[config.mk]
export PLATFORM = sky130hd
export DESIGN_NAME = boot_loader_ctrl_flat
export DESIGN_NICKNAME = d
export VERILOG_FILES = /design/src/rtl/boot_loader_ctrl_if.sv /design/src/rtl/boot_loader_ctrl.sv /design/src/flat_wrapper.sv
export SDC_FILE = /design/constraint.sdc
export NUM_CORES = 1
export LEC_CHECK = 0
export ABC_AREA = 0
export CAP_MARGIN = 0
export CORE_ASPECT_RATIO = 1.4
export CORE_UTILIZATION = 55
export DETAILED_ROUTE_END_ITERATION = 12
export PLACE_DENSITY = 0.84
export SLEW_MARGIN = 20
export SYNTH_ARGS = -nofsm -noshare
export SYNTH_HDL_FRONTEND = slang
export SYNTH_SLANG_ARGS = --single-unit
[constraint.sdc]
create_clock -name clk -period 3.7 [get_ports clk]
set_input_delay 0.74 -clock clk [delete_from_list [all_inputs] [get_ports clk]]
set_output_delay 0.74 -clock clk [all_outputs]
set_load 0.01 [all_outputs]
[src/rtl/boot_loader_ctrl_if.sv]
// boot_loader_ctrl_if
//   Byte-stream, CPU-fetch and BSRAM signals of the boot loader, bundled into one interface.
//   slave  : loader side (consumes rx bytes and cpu_adr, drives the BSRAM port and status).
//   master : environment side (byte source, CPU address, BSRAM/status observer).
// Ports (signals):
//   rx_data[7:0], rx_valid, rx_ready    byte stream with valid/ready handshake
//   cpu_adr[ADDR_W-1:0]                 CPU fetch address
//   mem_ce, mem_wre, mem_ad, mem_din    BSRAM port
//   cpu_hold, load_done, load_err       CPU hold and one-cycle result pulses
interface boot_loader_ctrl_if #(
  parameter int ADDR_W = 11
);
  logic [7:0]        rx_data;
  logic              rx_valid;
  logic              rx_ready;
  logic [ADDR_W-1:0] cpu_adr;
  logic              mem_ce;
  logic              mem_wre;
  logic [ADDR_W-1:0] mem_ad;
  logic [15:0]       mem_din;
  logic              cpu_hold;
  logic              load_done;
  logic              load_err;

  modport slave (
    input  rx_data, rx_valid, cpu_adr,
    output rx_ready, mem_ce, mem_wre, mem_ad, mem_din, cpu_hold, load_done, load_err
  );

  modport master (
    output rx_data, rx_valid, cpu_adr,
    input  rx_ready, mem_ce, mem_wre, mem_ad, mem_din, cpu_hold, load_done, load_err
  );
endinterface

[src/rtl/boot_loader_ctrl.sv]
// boot_loader_ctrl
//   Receives a framed program image over a byte stream and writes it into BSRAM
//   while holding the CPU. Frame: SYNC_BYTE, N, N x (lo, hi), checksum
//   (sum of all data bytes mod 256). Words go to consecutive addresses from 0.
// Ports:
//   clk  system clock, rising edge
//   rst  synchronous active-high reset
//   bus  boot_loader_ctrl_if.slave (byte stream, CPU address, BSRAM port, status pulses)
//
// state | meaning
// IDLE  | waiting for SYNC_BYTE, other bytes dropped
// LEN   | expecting word count N
// LO    | expecting low byte of next word
// HI    | expecting high byte of next word
// WR    | one-cycle BSRAM write, byte stream stalled
// CHK   | expecting checksum byte
module boot_loader_ctrl #(
  parameter int          ADDR_W    = 11,
  parameter logic [7:0]  SYNC_BYTE = 8'hA5,
  parameter logic [23:0] TIMEOUT   = 24'd2_700_000
) (
  input logic              clk,
  input logic              rst,
  boot_loader_ctrl_if.slave bus
);

  typedef enum logic [2:0] {IDLE, LEN, LO, HI, WR, CHK} state_t;

  state_t            state, state_d;
  logic [ADDR_W-1:0] load_addr, load_addr_d;
  logic [7:0]        count, count_d;
  logic [7:0]        sum, sum_d;
  logic [23:0]       tmo, tmo_d;
  logic [7:0]        lo_byte, lo_byte_d;
  logic [15:0]       din, din_d;
  logic              hold, hold_d;
  logic              done, done_d;
  logic              err, err_d;
  logic              accept;
  logic              timed;

  assign accept = bus.rx_valid && (state != WR);
  assign timed  = (state == LEN) || (state == LO) || (state == HI) || (state == CHK);

  always_ff @(posedge clk) begin
    if (rst) begin
      state     <= IDLE;
      load_addr <= '0;
      count     <= '0;
      sum       <= '0;
      tmo       <= '0;
      lo_byte   <= '0;
      din       <= '0;
      hold      <= 1'b0;
      done      <= 1'b0;
      err       <= 1'b0;
    end else begin
      state     <= state_d;
      load_addr <= load_addr_d;
      count     <= count_d;
      sum       <= sum_d;
      tmo       <= tmo_d;
      lo_byte   <= lo_byte_d;
      din       <= din_d;
      hold      <= hold_d;
      done      <= done_d;
      err       <= err_d;
    end
  end

  always_comb begin
    state_d     = state;
    load_addr_d = load_addr;
    count_d     = count;
    sum_d       = sum;
    tmo_d       = '0;
    lo_byte_d   = lo_byte;
    din_d       = din;
    hold_d      = hold;
    done_d      = 1'b0;
    err_d       = 1'b0;

    // Idle-cycle timer; an accepted byte in the case below always overrides an abort.
    if (timed && !accept) begin
      if (tmo == TIMEOUT - 24'd1) begin
        err_d   = 1'b1;
        state_d = IDLE;
      end else begin
        tmo_d = tmo + 24'd1;
      end
    end

    case (state)
      IDLE: begin
        if (accept && (bus.rx_data == SYNC_BYTE)) begin
          load_addr_d = '0;
          count_d     = '0;
          sum_d       = '0;
          hold_d      = 1'b1;
          state_d     = LEN;
        end
      end
      LEN: begin
        if (accept) begin
          if (bus.rx_data == 8'd0) begin
            err_d   = 1'b1;
            state_d = IDLE;
          end else begin
            count_d = bus.rx_data;
            state_d = LO;
          end
        end
      end
      LO: begin
        if (accept) begin
          lo_byte_d = bus.rx_data;
          sum_d     = sum + bus.rx_data;
          state_d   = HI;
        end
      end
      HI: begin
        if (accept) begin
          // Write data is staged here so it is already stable during WR.
          din_d   = {bus.rx_data, lo_byte};
          sum_d   = sum + bus.rx_data;
          state_d = WR;
        end
      end
      WR: begin
        load_addr_d = load_addr + ADDR_W'(1);
        count_d     = count - 8'd1;
        state_d     = (count == 8'd1) ? CHK : LO;
      end
      CHK: begin
        if (accept) begin
          if (bus.rx_data == sum) begin
            done_d = 1'b1;
            hold_d = 1'b0;
          end else begin
            err_d = 1'b1;
          end
          state_d = IDLE;
        end
      end
      default: state_d = IDLE;
    endcase
  end

  assign bus.rx_ready  = (state != WR);
  assign bus.mem_ce    = 1'b1;
  assign bus.mem_wre   = (state == WR);
  assign bus.mem_ad    = hold ? load_addr : bus.cpu_adr;
  assign bus.mem_din   = din;
  assign bus.cpu_hold  = hold;
  assign bus.load_done = done;
  assign bus.load_err  = err;

endmodule

[src/flat_wrapper.sv]
// flat-port wrapper written by rule: the top's interface ports become plain ports
module boot_loader_ctrl_flat 
#(
  parameter int          ADDR_W    = 11,
  parameter logic [7:0]  SYNC_BYTE = 8'hA5,
  parameter logic [23:0] TIMEOUT   = 24'd2_700_000
)
  (clk, rst, bus_rx_data, bus_rx_valid, bus_cpu_adr, bus_rx_ready, bus_mem_ce, bus_mem_wre, bus_mem_ad, bus_mem_din, bus_cpu_hold, bus_load_done, bus_load_err);
  boot_loader_ctrl_if #(.ADDR_W(ADDR_W)) bus_i ();
  input logic clk;
  input logic rst;
  input wire logic [$bits(bus_i.rx_data)-1:0] bus_rx_data;
  input wire logic [$bits(bus_i.rx_valid)-1:0] bus_rx_valid;
  input wire logic [$bits(bus_i.cpu_adr)-1:0] bus_cpu_adr;
  output wire logic [$bits(bus_i.rx_ready)-1:0] bus_rx_ready;
  output wire logic [$bits(bus_i.mem_ce)-1:0] bus_mem_ce;
  output wire logic [$bits(bus_i.mem_wre)-1:0] bus_mem_wre;
  output wire logic [$bits(bus_i.mem_ad)-1:0] bus_mem_ad;
  output wire logic [$bits(bus_i.mem_din)-1:0] bus_mem_din;
  output wire logic [$bits(bus_i.cpu_hold)-1:0] bus_cpu_hold;
  output wire logic [$bits(bus_i.load_done)-1:0] bus_load_done;
  output wire logic [$bits(bus_i.load_err)-1:0] bus_load_err;
  assign bus_i.rx_data = bus_rx_data;
  assign bus_i.rx_valid = bus_rx_valid;
  assign bus_i.cpu_adr = bus_cpu_adr;
  assign bus_rx_ready = bus_i.rx_ready;
  assign bus_mem_ce = bus_i.mem_ce;
  assign bus_mem_wre = bus_i.mem_wre;
  assign bus_mem_ad = bus_i.mem_ad;
  assign bus_mem_din = bus_i.mem_din;
  assign bus_cpu_hold = bus_i.cpu_hold;
  assign bus_load_done = bus_i.load_done;
  assign bus_load_err = bus_i.load_err;
  boot_loader_ctrl #(.ADDR_W(ADDR_W), .SYNC_BYTE(SYNC_BYTE), .TIMEOUT(TIMEOUT)) u_core (.clk(clk), .rst(rst), .bus(bus_i));
endmodule
==> results.txt <==
- The number of hold-slack violations in the final timing report came to 0.
- PortBufs: 53
* Count of hold buffers inserted by post-cts repair: 0
* Final critical delay including setup and external delays: ~3 ns
- Number of routed nets with antenna violations: 0
* Die height: between 100 and 150 um
- Sort of element at the start of the critical path: flip-flop
* Final period utilization: 0.810
- Floorplan row count: 36
* Number of top-level pins: between 50 and 60
- Synthesized instance count: 500
- The critical path goes through or3b_1 > buf_4 > clkdlybuf4s50_1.
* Clock Skew: between 0.015 and 0.02 ns
- Post-synthesis instance area: roughly 4100 um^2
* Final-report max-slew violation count: 0
- The critical path is of the flip-flop to primary output type.
- Count of cells resized by post-cts repair: 0
* Detailed-router iteration count before antenna repair: 4
- The first global-routing pass estimated about 16000 um of wire.
* Count of H-tree levels built during CTS: 3
- Summing internal, switching and leakage power gives about 0.0017 W.
* Number of vias per cell: between 5 and 6
- Clock-pin slew reported for the worst setup and hold paths after clock tree synthesis: ~0.090 ns
- For this block, the initial DRC count from the detailed router was ~320.
- Setup violations remaining at the end of the flow were counted as 0.
- Worst hold path class: flip-flop to flip-flop
- CTS sink cnt: 81
- The tool flagged a number of max-cap violations equal to 0.
- The commonest cells after synthesis are nand2_1 (83), dfxtp_1 (81), nor2_1 (54).
* Highest fanout seen on the critical path: 12
- TritonCTS built the clock tree.
- Slack of the worst reg-to-reg path: 1.39 ns
- Reg2reg end: u_core.count[7]$_SDFFE_PP0P_
- Number of DRC violations after detailed routing: 0
- Top layer in use: met4
* Nets in the synthesized netlist: 534
- The total overflow left after global routing is 0.
- Yosys instantiated no cell more often than nand2_1.
- Power density over cell area: 348 nW/um^2
- The via count of the first global-routing pass came to between 3000 and 4000.
- Flop and latch count out of synthesis: slightly above 80
- Critical Path Slowest Stage Cell: or3b_1
- After filler insertion, the fill cell instance count of the layout stands at roughly 600.
* Synth top area share: 0.394
- Kind of capture point of the worst setup path: primary output
* Max-slew headroom: 0.458
* Tightest hold margin: ~0.46 ns
- After detailed routing, the total wire length is between 9000 and 10000 um.
* Worst vdd ir: approximately 220 uV
- Last weighted congestion value of the routability-driven placer: ~0.86
- By area the synthesized netlist is led by dfxtp_1 (39%), nand2_1 (7.6%), a21oi_1 (5.8%).
- Hold_sp: u_core.lo_byte[1]$_SDFFE_PP0P_
* Area of the core region: slightly above 7000 um^2
* Number of enable flip-flop cells after synthesis: 0
- Cells on worst reg2reg path: 5
* Number of warnings reported in the yosys synthesis log: 0
* Largest buffer count on any clock path: 2
* Effective utilization at floorplan: 0.578
* Share of final-layout standard cells stronger than drive strength 1: 0.0783
* Commonest register cell after synthesis: dfxtp_1
* CP Launch Point: u_core.state[2]$_SDFF_PP0_
- Synth unique cells: 59
* Clock Tree Root: clkbuf_8
- The routed design uses roughly 430 um of met3 wire.
- Final sum of negative setup slack: 0 ns
* Largest net degree at the start of global routing: 55
- Via count: around 3700
* Cell taking the most area after synthesis: dfxtp_1
- Unrepaired setup endpoints after global routing: false
- HPWL after detailed placement: roughly 6900 um
- Summed over all cells, the static leakage comes to 1.58 nW.
* Data required time of the critical path: between 2 and 3 ns
- In the final routing, the length of wire on met1 measures 4170 um.
- Run status: complete, no violations
* Endpoint of the worst hold path: u_core.bus.mem_din[1]$_SDFFE_PP0P_
- For this run, the slowest stage of the critical path takes between 0.6 and 0.7 ns.
- Of the synthesized area, sequential elements account for 0.394.
- The area growth from synthesis to layout is 18.9%.
- Avg Inst Size Synth: approximately 8.2 um^2
* CP Data Arrival Time: about 2.3 ns
- Number of antenna violations at the first check in global routing: 0
- Fmax: around 330 MHz
* Startpoint of the lowest-slack register-to-register path: u_core.state[1]$_SDFF_PP0_
- Share of flip-flops with an asynchronous set or reset: 0
- Die Footprint: 7840 um^2
- Total Nets Final: just under 600
* Instance count along the most critical hold path: 2
* Number of setup buffers added after CTS: 0
- For this run, the share of the core covered by cells in the final layout is 0.687.
* Antenna diode instance count: 0
* Gr usage total: 0.272
- The floorplan step set the die width to around 75 um.
- Post-detailed-route wirelength per cell: approximately 15 um
- The number of clock buffers added by TritonCTS is 9.
* Routed length on met2: 5030 um
* Worst Max-Slew Pin Slew: between 0.8 and 0.9 ns
* Clock latency at the later pin of the worst-skew pair: roughly 0.36 ns
state kept, by name, summed over array words and instances, names as in the netlist:
| name | flops |
|---|---|
| u_core.load_addr | 11 |
| u_core.count | 8 |
| u_core.sum | 8 |
| u_core.tmo | 24 |
| u_core.bus.load_err | 1 |
| u_core.lo_byte | 8 |
| u_core.state | 3 |
| u_core.bus.mem_din | 16 |
| u_core.bus.cpu_hold | 1 |
| u_core.bus.load_done | 1 |
metal layers:
layer	up-vias	GRT usage
met5	-	0
met4	0	0.123
met3	26	0.0591
met2	99	0.459
met1	1761	0.319
li1	1849	-
kinds of logic (layout without fill, tap and decap cells):
logic type | count (synthesis) | after routing | share of synthesized area
AND/OR/NAND/NOR | 230 | 230 | 0.273
AO/OA/AOI/OAI | 97 | 97 | 0.149
flip-flops | 81 | 81 | 0.394
buffers and inverters | 37 | 86 | 0.0477
XOR/XNOR | 30 | 30 | 0.0638
adder cells (fa/ha/maj) | 12 | 12 | 0.0383
multiplexers | 12 | 12 | 0.0328
other | 1 | 1 | 0.000911
power breakdown:
group / internal (W) / switching [W]
clock: 0.000432 / 0.000310
combinational: 0.0000443 / 0.0000455
sequential: 0.000871 / 0.000000438
total: 0.00135 / 0.000356
critical path: cells and delay by family, from the launching register on:
kind | cells | cell delay, ns
DFF | 1 | 0.53
buffers and inverters | 2 | 0.75
and+or+nand+nor | 1 | 0.62
per-stage QoR:
stage | area (um^2) | worst slack, ns | std cells
final | 4890 | 0.701 | 644
after global placement | 4660 | 0.707 | 629
after CTS | 4890 | 0.719 | 644
after floorplan | 4120 | 1.51 | 500
after global routing | 4890 | 0.614 | 644
after detailed placement | 4660 | 0.635 | 629
worst max path at each step:
stage	to	slack, ns	cells after the start
global route	bus_rx_ready	0.61	3
floorplan	u_core.sum[7]$_SDFFE_PP0P_	1.51	7
detailed placement	u_core.count[6]$_SDFFE_PP0P_	0.64	6
finish	bus_rx_ready	0.70	3
CTS	bus_rx_ready	0.72	3
global placement	u_core.count[5]$_SDFFE_PP0P_	0.71	6
layout make-up:
type	instances	area (um^2)	area share
multi-input cells	382	2300	0.470
flip-flops and latches	81	1620	0.332
repair buffers	58	563	0.115
clock buffers	13	169	0.0345
well taps	95	119	0.0243
inverters	13	61.3	0.0125
clock inverters	2	60.1	0.0123
cell usage in the layout, fill, tap and decap left out, types with 4 or more instances in the layout:
master	netlist	routed
a211oi_1	5	5
a21oi_1	48	48
a221oi_1	4	4
a311oi_1	6	6
a31oi_1	6	6
and3_1	5	5
and4_1	7	7
buf_4	6	5
clkbuf_8	0	12
clkdlybuf4s50_1	0	52
dfxtp_1	81	81
ha_1	11	11
inv_1	11	11
mux2_2	12	12
nand2_1	83	83
nand3_1	22	22
nand3b_1	4	4
nand4_1	7	7
nor2_1	54	54
nor3_1	22	22
nor4_1	5	5
o21ai_0	9	9
or3_1	4	4
xnor2_1	22	22
xor2_1	8	8
Note: power is estimated with default switching activity, not from simulation.
